File: src/rtl/relu_stream.sv
// Streaming elementwise ReLU with optional upper clamp, feeding a registered 2-entry output buffer.
// The buffer is a head/tail register pair, so in_rdy depends only on flops.
module relu_stream #(
    parameter int              WIDTH     = 16,
    parameter int              FRAC      = 8,
    parameter int              CLAMP_EN  = 0,
    parameter logic [WIDTH-1:0] CLAMP_MAX = 'h0600,
    parameter int              CNT_W     = 32
) (
    input  logic             clk,
    input  logic             rst,
    input  logic             in_val,
    output logic             in_rdy,
    input  logic [WIDTH-1:0] in_data,
    output logic             out_val,
    input  logic             out_rdy,
    output logic [WIDTH-1:0] out_data,
    output logic [CNT_W-1:0] neg_cnt
);

    if (FRAC < 0 || FRAC >= WIDTH) begin : g_bad_frac
        $error("relu_stream: FRAC must lie in [0, WIDTH)");
    end

    logic             out_val_q, out_val_d;
    logic [WIDTH-1:0] out_data_q, out_data_d;
    logic             tail_val_q, tail_val_d;
    logic [WIDTH-1:0] tail_data_q, tail_data_d;
    logic             in_rdy_q, in_rdy_d;
    logic [CNT_W-1:0] neg_cnt_q, neg_cnt_d;

    logic             push;
    logic             pop;
    logic             in_neg;
    logic [WIDTH-1:0] act;

    assign push   = in_val && in_rdy_q;
    assign pop    = out_val_q && out_rdy;
    assign in_neg = in_data[WIDTH-1];

    always_comb begin
        act = in_neg ? '0 : in_data;
        if (CLAMP_EN != 0 && !in_neg && $signed(in_data) > $signed(CLAMP_MAX)) begin
            act = CLAMP_MAX;
        end
    end

    always_comb begin
        out_val_d   = out_val_q;
        out_data_d  = out_data_q;
        tail_val_d  = tail_val_q;
        tail_data_d = tail_data_q;
        neg_cnt_d   = neg_cnt_q;

        if (out_val_q && !pop) begin
            // Head is stalled; a push can only land in the tail since in_rdy implies not full.
            if (push) begin
                tail_val_d  = 1'b1;
                tail_data_d = act;
            end
        end else begin
            if (tail_val_q) begin
                out_val_d  = 1'b1;
                out_data_d = tail_data_q;
                tail_val_d = push;
                if (push) begin
                    tail_data_d = act;
                end
            end else if (push) begin
                out_val_d  = 1'b1;
                out_data_d = act;
            end else begin
                out_val_d = 1'b0;
            end
        end

        in_rdy_d = !(out_val_d && tail_val_d);

        if (push && in_neg && !(&neg_cnt_q)) begin
            neg_cnt_d = neg_cnt_q + CNT_W'(1);
        end
    end

    always_ff @(posedge clk) begin
        if (!rst) begin
            out_val_q   <= 1'b0;
            out_data_q  <= '0;
            tail_val_q  <= 1'b0;
            tail_data_q <= '0;
            in_rdy_q    <= 1'b0;
            neg_cnt_q   <= '0;
        end else begin
            out_val_q   <= out_val_d;
            out_data_q  <= out_data_d;
            tail_val_q  <= tail_val_d;
            tail_data_q <= tail_data_d;
            in_rdy_q    <= in_rdy_d;
            neg_cnt_q   <= neg_cnt_d;
        end
    end

    assign in_rdy   = in_rdy_q;
    assign out_val  = out_val_q;
    assign out_data = out_data_q;
    assign neg_cnt  = neg_cnt_q;

endmodule

File: config.mk
export PLATFORM = sky130hd
export DESIGN_NAME = relu_stream
export DESIGN_NICKNAME = d
export VERILOG_FILES = /design/src/rtl/relu_stream.sv
export SDC_FILE = /design/constraint.sdc
export NUM_CORES = 1
export LEC_CHECK = 0
export ABC_AREA = 1
export CORE_ASPECT_RATIO = 0.75
export CORE_MARGIN = 2
export CORE_UTILIZATION = 48
export DETAILED_ROUTE_END_ITERATION = 10
export PLACE_DENSITY_LB_ADDON = 0.3
export SLEW_MARGIN = 15
export SYNTH_ARGS = -nofsm -noshare
export SYNTH_HDL_FRONTEND = slang
export SYNTH_SLANG_ARGS = --single-unit
File: constraint.sdc
create_clock -name clk -period 3.1 [get_ports clk]
set_input_delay 0.62 -clock clk [delete_from_list [all_inputs] [get_ports clk]]
set_output_delay 0.62 -clock clk [all_outputs]
set_load 0.02 [all_outputs]
==> results of run 1 <==
==> layer usage <==
metal	up-vias	global-route usage	share of wire
met5	-	0	0
met4	0	0.07306	0.0086
met3	6	0.07428	0.066
met2	121	0.3598	0.44
met1	1546	0.3152	0.49
li1	1735	-	-
==> cell type report <==
cell class / count / area (um^2) / share of cell area
Sequential cell: 65 / 1301 / 0.3147
Clock inverter: 5 / 55.05 / 0.01331
Inverter: 35 / 131.4 / 0.03177
Multi-Input combinational cell: 367 / 1687 / 0.4079
Tap cell: 81 / 101.3 / 0.02451
Timing Repair Buffer: 73 / 718.2 / 0.1737
Clock buffer: 11 / 141.4 / 0.03419
==> layout by cell type (no fill, tap or decap) <==
cell,instances
a21oi_1,42
a21oi_2,1
a31oi_1,15
and2_1,1
buf_4,5
bufinv_16,1
clkbuf_1,1
clkbuf_8,10
clkdlybuf4s50_1,68
clkinv_2,2
clkinvlp_4,2
conb_1,1
dfxtp_1,65
ha_1,1
inv_1,34
inv_2,1
nand2_1,107
nand2_2,1
nand2_4,1
nand3_1,47
nand3_2,1
nand3_4,1
nand3b_1,1
nand4_1,10
nor2_1,95
nor2_2,5
nor2_4,3
nor3_1,2
o21ai_0,30
xor2_1,2
==> where the power goes <==
group / total (mW) / internal, mW / switching (mW)
combinational: 0.156 / 0.0718 / 0.0847
sequential: 0.867 / 0.856 / 0.0112
clock: 0.727 / 0.391 / 0.336
total: 1.75 / 1.32 / 0.432
==> metrics by stage <==
step / total power [mW] / hold WS [ns]
after floorplan: 0.9669 / 0.4475
after global placement: 1.039 / 0.4523
after detailed placement: 1.042 / 0.4618
after CTS: 1.762 / 0.4688
after global routing: 1.814 / 0.4933
final: 1.751 / 0.4685
==> synthesized netlist by cell type <==
library cell	n
and2_1	1
buf_6	2
nor2_4	3
nand4_1	10
clkbuf_1	15
nand2_1	107
nand2_2	1
a31oi_1	15
nor3_1	2
a21oi_1	42
ha_1	1
o21ai_0	30
nor2_2	5
nor2_1	95
nand3b_1	1
nand2_4	1
conb_1	1
nand3_4	1
dfxtp_1	65
nand3_2	1
xor2_1	2
buf_2	4
a21oi_2	1
nand3_1	47
buf_4	1
inv_1	34
inv_2	1
==> cells by family after synthesis <==
family                     Yosys count
xor gates and xnor gates             2
other                                1
DFF                                 65
AOI/OAI and AO/OA                   88
buffers and inverters               57
adders and majority gates            1
and+or+nand+nor                    275
==> sequential cells by signal, indices dropped and copies added, names as in the netlist <==
| name | cells |
|---|---|
| tail_val_q | 1 |
| in_rdy | 1 |
| neg_cnt | 32 |
| out_data | 15 |
| out_val | 1 |
| tail_data_q | 15 |
==> worst max path at each step <==
stage / endpoint / slack (ns) / cells after the start
after floorplan: neg_cnt[17] / 1.39 / 9
after global placement: out_data[10] / 0.76 / 7
after detailed placement: out_data[11] / 0.70 / 7
after CTS: neg_cnt[17] / 0.95 / 1
after global routing: out_data[6] / 0.85 / 7
final: neg_cnt[17] / 0.96 / 1
==> reports/qor.yml, run 1 <==
yosys:
  avgSynthCellArea_um2: 6.596
  netlist_area_um2: 3226
  synth_top_area_frac: 0.4034
  synthDistinctLibCells: 27
  yosysSeqAreaShare: 0.4034
  synth_mux_area_frac: 0
  synth_compound_area_frac: 0.1435
  synth-simple-area-share: 0.3689
  ys_seq_elements: 65
  post_synth_xor_area_fraction: 0.005431
  yosys.area_share.adder: 0.003879
  ys_top_cells_by_area: "dfxtp_1, nand2_1, nor2_1, nand3_1, a21oi_1"
  yosysWarningCount: 0
  synth_top_family_by_area: "simple AND/OR/NAND/NOR gates"
  synth.largest_area_cell: "dfxtp_1"
  syn_inst: 489
  syn_nets: 510
placed_design:
  gp_congestion: 0.8919
  post-place-ws_ns: 0.7047
  place_inst: 621
  placed_cell_area_um2: 3939
  io_buffers: 68
  hpwl_mm: 5.967
timing:
  slew_headroom: 0.4855
  finalCritPeriodShare: 0.6887
  worstMarginPinSlew_ns: 0.7708
  max_freq_mhz: 468.4
  setup-tns-final_ns: 0
  fin_skew_ns: 0.008260
  finalHoldViolations: 0
  rsz0062_at_grt: "false"
  slew_viol_final: 0
  period_minus_slack_ns: 2.135
  finalWorstSetupSlack_ns: 0.9650
  setup_viol: 0
power:
  peakVddDrop_mv: 0.2883
  p_leak_nw: 1.522
  p_per_area_nw_per_um2: 423.3
critical_path:
  worstSetupStartpointType: "flop"
  worstPathCellList: "clkdlybuf4s50_1"
  timing.rr.start: "neg_cnt[0]"
  criticalPathCategory: "reg2out"
  r2r_slack_ns: 1.09
  path_max_fanout: 8
  cp.required_ns: 2.48
  crit_start: "neg_cnt[17]"
  crit_buf_inv: 1
  critical-path-top-delay-family: "buffers and inverters"
  critPathSlowestCell: "clkdlybuf4s50_1"
  end_kind: "primary output"
  worstPathArrival_ns: 1.52
  crit_path_max_incr_delay_ns: 0.67
  rr_endpoint: "neg_cnt[7]"
  rr_worst_depth: 10
drt:
  avgViaCountPerCell: 5.350
  route.detailed.drc: 0
  wl_per_cell_um: 13.10
  drt_iter0_drc: 302
  first_pass_iters: 5
  num_vias: 3408
  routed_wl_mm: 8.345
  antenna_left: 0
clocking:
  tritoncts: "done"
  cts_made_buffers: 9
  htree_levels: 3
  cts_hold_buf: 0
  insertion_delay_ns: 0.34
  clockBufferDepth: 2
  clock_sinks: 65
  clk_pin_slew_ns: 0.07
  cts-root-buf: "clkbuf_8"
  postCtsSetupBuffers: 0
  cts_resized: 0
hold_path:
  hold_path.class: "reg2reg"
  min-delay-start: "tail_data_q[0]"
  whs_path_depth: 2
  hold_path_end: "out_data[0]"
layout:
  final_cell_area_um2: 4135
  diodes: 0
  fin_util: 0.6449
  n_fill_cell: 587
  nNetsFinal: 572
  drive_above_1_share: 0.06115
  syn_to_final_growth_pct: 28.20
  final_cells: 637
floorplanning:
  rows: 25
  die_h_um: 75.00
  start_util: 0.5030
  die_w_um: 98.66
  dieArea_um2: 7399
  ios: 70
  fp.coreArea_um2: 6412
global_route:
  grt_pass1_wl_mm: 13.70
  grtUsageTotal: 0.2328
  globalRouteOverflowTotal: 0
  grt_pass1_vias: 2948
  grt_max_degree: 46
  antenna_found_initial: 0
outcome:
  status: "complete, no violations"
job:
  drv_cap: 0
(Power assumes the default switching activity.)
==> run 2, diff against run 1 <==
--- a/config.mk
+++ b/config.mk
@@ -8,7 +8,7 @@
 export ABC_AREA = 1
 export CORE_ASPECT_RATIO = 0.75
 export CORE_MARGIN = 2
-export CORE_UTILIZATION = 48
+export CORE_UTILIZATION = 46
 export DETAILED_ROUTE_END_ITERATION = 10
 export PLACE_DENSITY_LB_ADDON = 0.3
 export SLEW_MARGIN = 15
==> constraint.sdc (replaced) <==
create_clock -name clk -period 1.9 [get_ports clk]
set_input_delay 0.38 -clock clk [delete_from_list [all_inputs] [get_ports clk]]
set_output_delay 0.38 -clock clk [all_outputs]
set_load 0.02 [all_outputs]
==> run 2 against run 1 <==
Net effect: sequential power grew 63%; global-route usage shrank 0.15 points; clock skew barely moved; wire length increased by 3.3%; register-to-register slack lost 0.89 ns; worst hold slack gained 0.00080 ns; sequential share of layout area fell by 0.95 points; clock power up 66%; die area increased by 4.1%; worst setup slack got worse by 0.92 ns; critical path depth did not move; non-clock buffer count increased by 12.
==> reports/qor.yml, run 2 (synthesis gave the netlist of run 1 again) <==
layout:
  nNetsFinal: 584  # was 572
  n_fill_cell: 608  # was 587
  drive_above_1_share: 0.08275  # was 0.06115
  largest_reg_flops: 32  # unchanged
  syn_to_final_growth_pct: 32.20  # was 28.20%
  fin_util: 0.6272  # was 0.6449
  seq_area_um2: 1301  # unchanged
  diodes: 0  # unchanged
  final_cells: 652  # was 637
  multiInputGateArea_um2: 1687  # unchanged
  final_common_cell: "nand2_1"  # unchanged
  final_cell_area_um2: 4264  # was 4135 um^2
  layout_common_cells: "nand2_1, nor2_1, clkdlybuf4s50_1"  # unchanged
global_route:
  grt_pass1_vias: 3096  # was 2948
  use_met2: 0.3487  # was 0.3598
  gr-usage-met3: 0.05872  # was 0.07428
  grt_max_degree: 60  # was 46
  grtUsageTotal: 0.2312  # was 0.2328
  globalRouteOverflowTotal: 0  # unchanged
  grt_pass1_wl_mm: 14.39  # was 13.70 mm
  antenna_found_initial: 0  # unchanged
  met1_usage: 0.3305  # was 0.3152
  grt.busiest_layer: "met2"  # unchanged
critical_path:
  criticalPathCategory: "reg2out"  # unchanged
  crit_buf_inv: 1  # unchanged
  worstPathArrival_ns: 1.47  # was 1.52 ns
  crit_path_max_incr_delay_ns: 0.66  # was 0.67 ns
  worstSetupStartpointType: "flop"  # unchanged
  cp.required_ns: 1.52  # was 2.48 ns
  worstPathCellList: "clkdlybuf4s50_1"  # unchanged
  critPathSlowestCell: "clkdlybuf4s50_1"  # unchanged
  path_max_fanout: 7  # was 8
  critical-path-top-delay-family: "buffers and inverters"  # unchanged
  end_kind: "primary output"  # unchanged
timing:
  slew_viol_final: 0  # unchanged
  max_freq_mhz: 539.9
  slew_headroom: 0.6644  # was 0.4855
  rsz0062_at_grt: "false"  # unchanged
  worstMarginPinSlew_ns: 0.5029  # was 0.7708 ns
  fin_skew_ns: 0.008282  # was 0.008260 ns
  hold_ws_ns: 0.4693  # was 0.4685 ns
  finalWorstSetupSlack_ns: 0.04793  # was 0.9650 ns
  finalHoldViolations: 0  # unchanged
  period_minus_slack_ns: 1.852
  setup_viol: 0  # unchanged
  finalCritPeriodShare: 0.9748
placed_design:
  hpwl_mm: 6.186  # was 5.967 mm
  placed_cell_area_um2: 4058  # was 3939 um^2
  post-place-ws_ns: -0.1354  # was 0.7047 ns
  io_buffers: 68  # unchanged
  place_inst: 636  # was 621
  gp_congestion: 0.9176  # was 0.8919
job:
  drv_cap: 0  # unchanged
drt:
  wl_per_cell_um: 13.23  # was 13.10 um
  avgViaCountPerCell: 5.383  # was 5.350
  antenna_left: 0  # unchanged
  drt_iter0_drc: 257  # was 302
  route.detailed.drc: 0  # unchanged
  first_pass_iters: 5  # unchanged
  num_vias: 3510  # was 3408
  routed_wl_mm: 8.623  # was 8.345 mm
clocking:
  htree_levels: 3  # unchanged
  cts-root-buf: "clkbuf_8"  # unchanged
  clk_pin_slew_ns: 0.08  # was 0.07 ns
  cts_hold_buf: 0  # unchanged
  tritoncts: "done"  # unchanged
  insertion_delay_ns: 0.35  # was 0.34 ns
  clock_sinks: 65  # unchanged
  cts_made_buffers: 9  # unchanged
  clockBufferDepth: 2  # unchanged
  postCtsSetupBuffers: 0  # unchanged
floorplanning:
  rows: 26  # was 25
  die_w_um: 100.7  # was 98.66 um
  start_util: 0.4744  # was 0.5030
  dieArea_um2: 7705  # was 7399 um^2
  fp.coreArea_um2: 6799  # was 6412 um^2
  die_h_um: 76.52  # was 75.00 um
  ios: 70  # unchanged
power:
  p_leak_nw: 1.634  # was 1.522 nW
  p_per_area_nw_per_um2: 677.8  # was 423.3 nW/um^2
  seqPwrFrac: 0.489  # was 0.495
  clkPwrFrac: 0.417  # was 0.415
  peakVddDrop_mv: 0.5776  # was 0.2883 mV
  switching_share: 0.2592  # was 0.2469
  power_frac_comb: 0.094  # was 0.089
  switching_power_mw: 0.7490  # was 0.4322 mW
  p_int_mw: 2.141  # was 1.318 mW
outcome:
  status: "complete, no violations"  # unchanged
hold_path:
  hold_path.class: "reg2reg"  # unchanged
[run 2: cell count changes in the layout (fill, tap and decap cells not counted)]
cell / previous run / this run
clkbuf_1: 1 / 0
clkinv_4: 0 / 2
clkbuf_8: 10 / 9
clkdlybuf4s50_1: 68 / 66
inv_6: 0 / 2
buf_12: 0 / 2
clkinv_2: 2 / 1
clkinvlp_4: 2 / 1
buf_4: 5 / 15
dlymetal6s2s_1: 0 / 2
[run 2: power groups by stage]
stage	clock [mW]	sequential (mW)	combinational (mW)
6_report	1.21	1.41	0.270
5_1_grt	1.27	1.42	0.294
4_1_cts	1.22	1.41	0.271
3_5_place_dp	0	1.45	0.269
3_3_place_gp	0	1.44	0.266
2_1_floorplan	0	1.48	0.101
[run 2: through the flow]
| stage | TNS, ns | power (mW) |
|---|---|---|
| floorplan | 0 | 1.578 |
| global placement | -0.2765 | 1.710 |
| detailed placement | -0.6102 | 1.714 |
| CTS | 0 | 2.902 |
| global route | 0 | 2.985 |
| finish | 0 | 2.890 |
[run 2: path summary, 6_finish.rpt]
| path | start | end | slack [ns] | cells after the start |
|---|---|---|---|---|
| setup / recovery | neg_cnt[2] | neg_cnt[2] | 0.05 | 1 |
| setup reg to reg | neg_cnt[13] | neg_cnt[22] | 0.20 | 8 |
| hold / removal | tail_data_q[5] | out_data[5] | 0.47 | 2 |
| hold reg to reg | tail_data_q[5] | out_data[5] | 0.47 | 2 |
[run 2: final cells by class]
class	instances	area share
Multi-Input combinational cell	367	0.3955
Sequential cell	65	0.3052
Timing Repair Buffer	85	0.1966
Inverter	35	0.03081
Clock buffer	9	0.02905
Tap cell	84	0.02465
Clock inverter	7	0.01819
[run 2: layer usage]
layer / up-vias / routed length [um]
li1: 1754 / -
met1: 1614 / 4102
met2: 130 / 3851
met3: 12 / 597
met4: 0 / 71
met5: - / 0
[run 2: timing repair]
action                     4_1_cts  5_1_grt
resized for setup                0        2
setup endpoints to repair        0        2
hold endpoints to repair         0        0
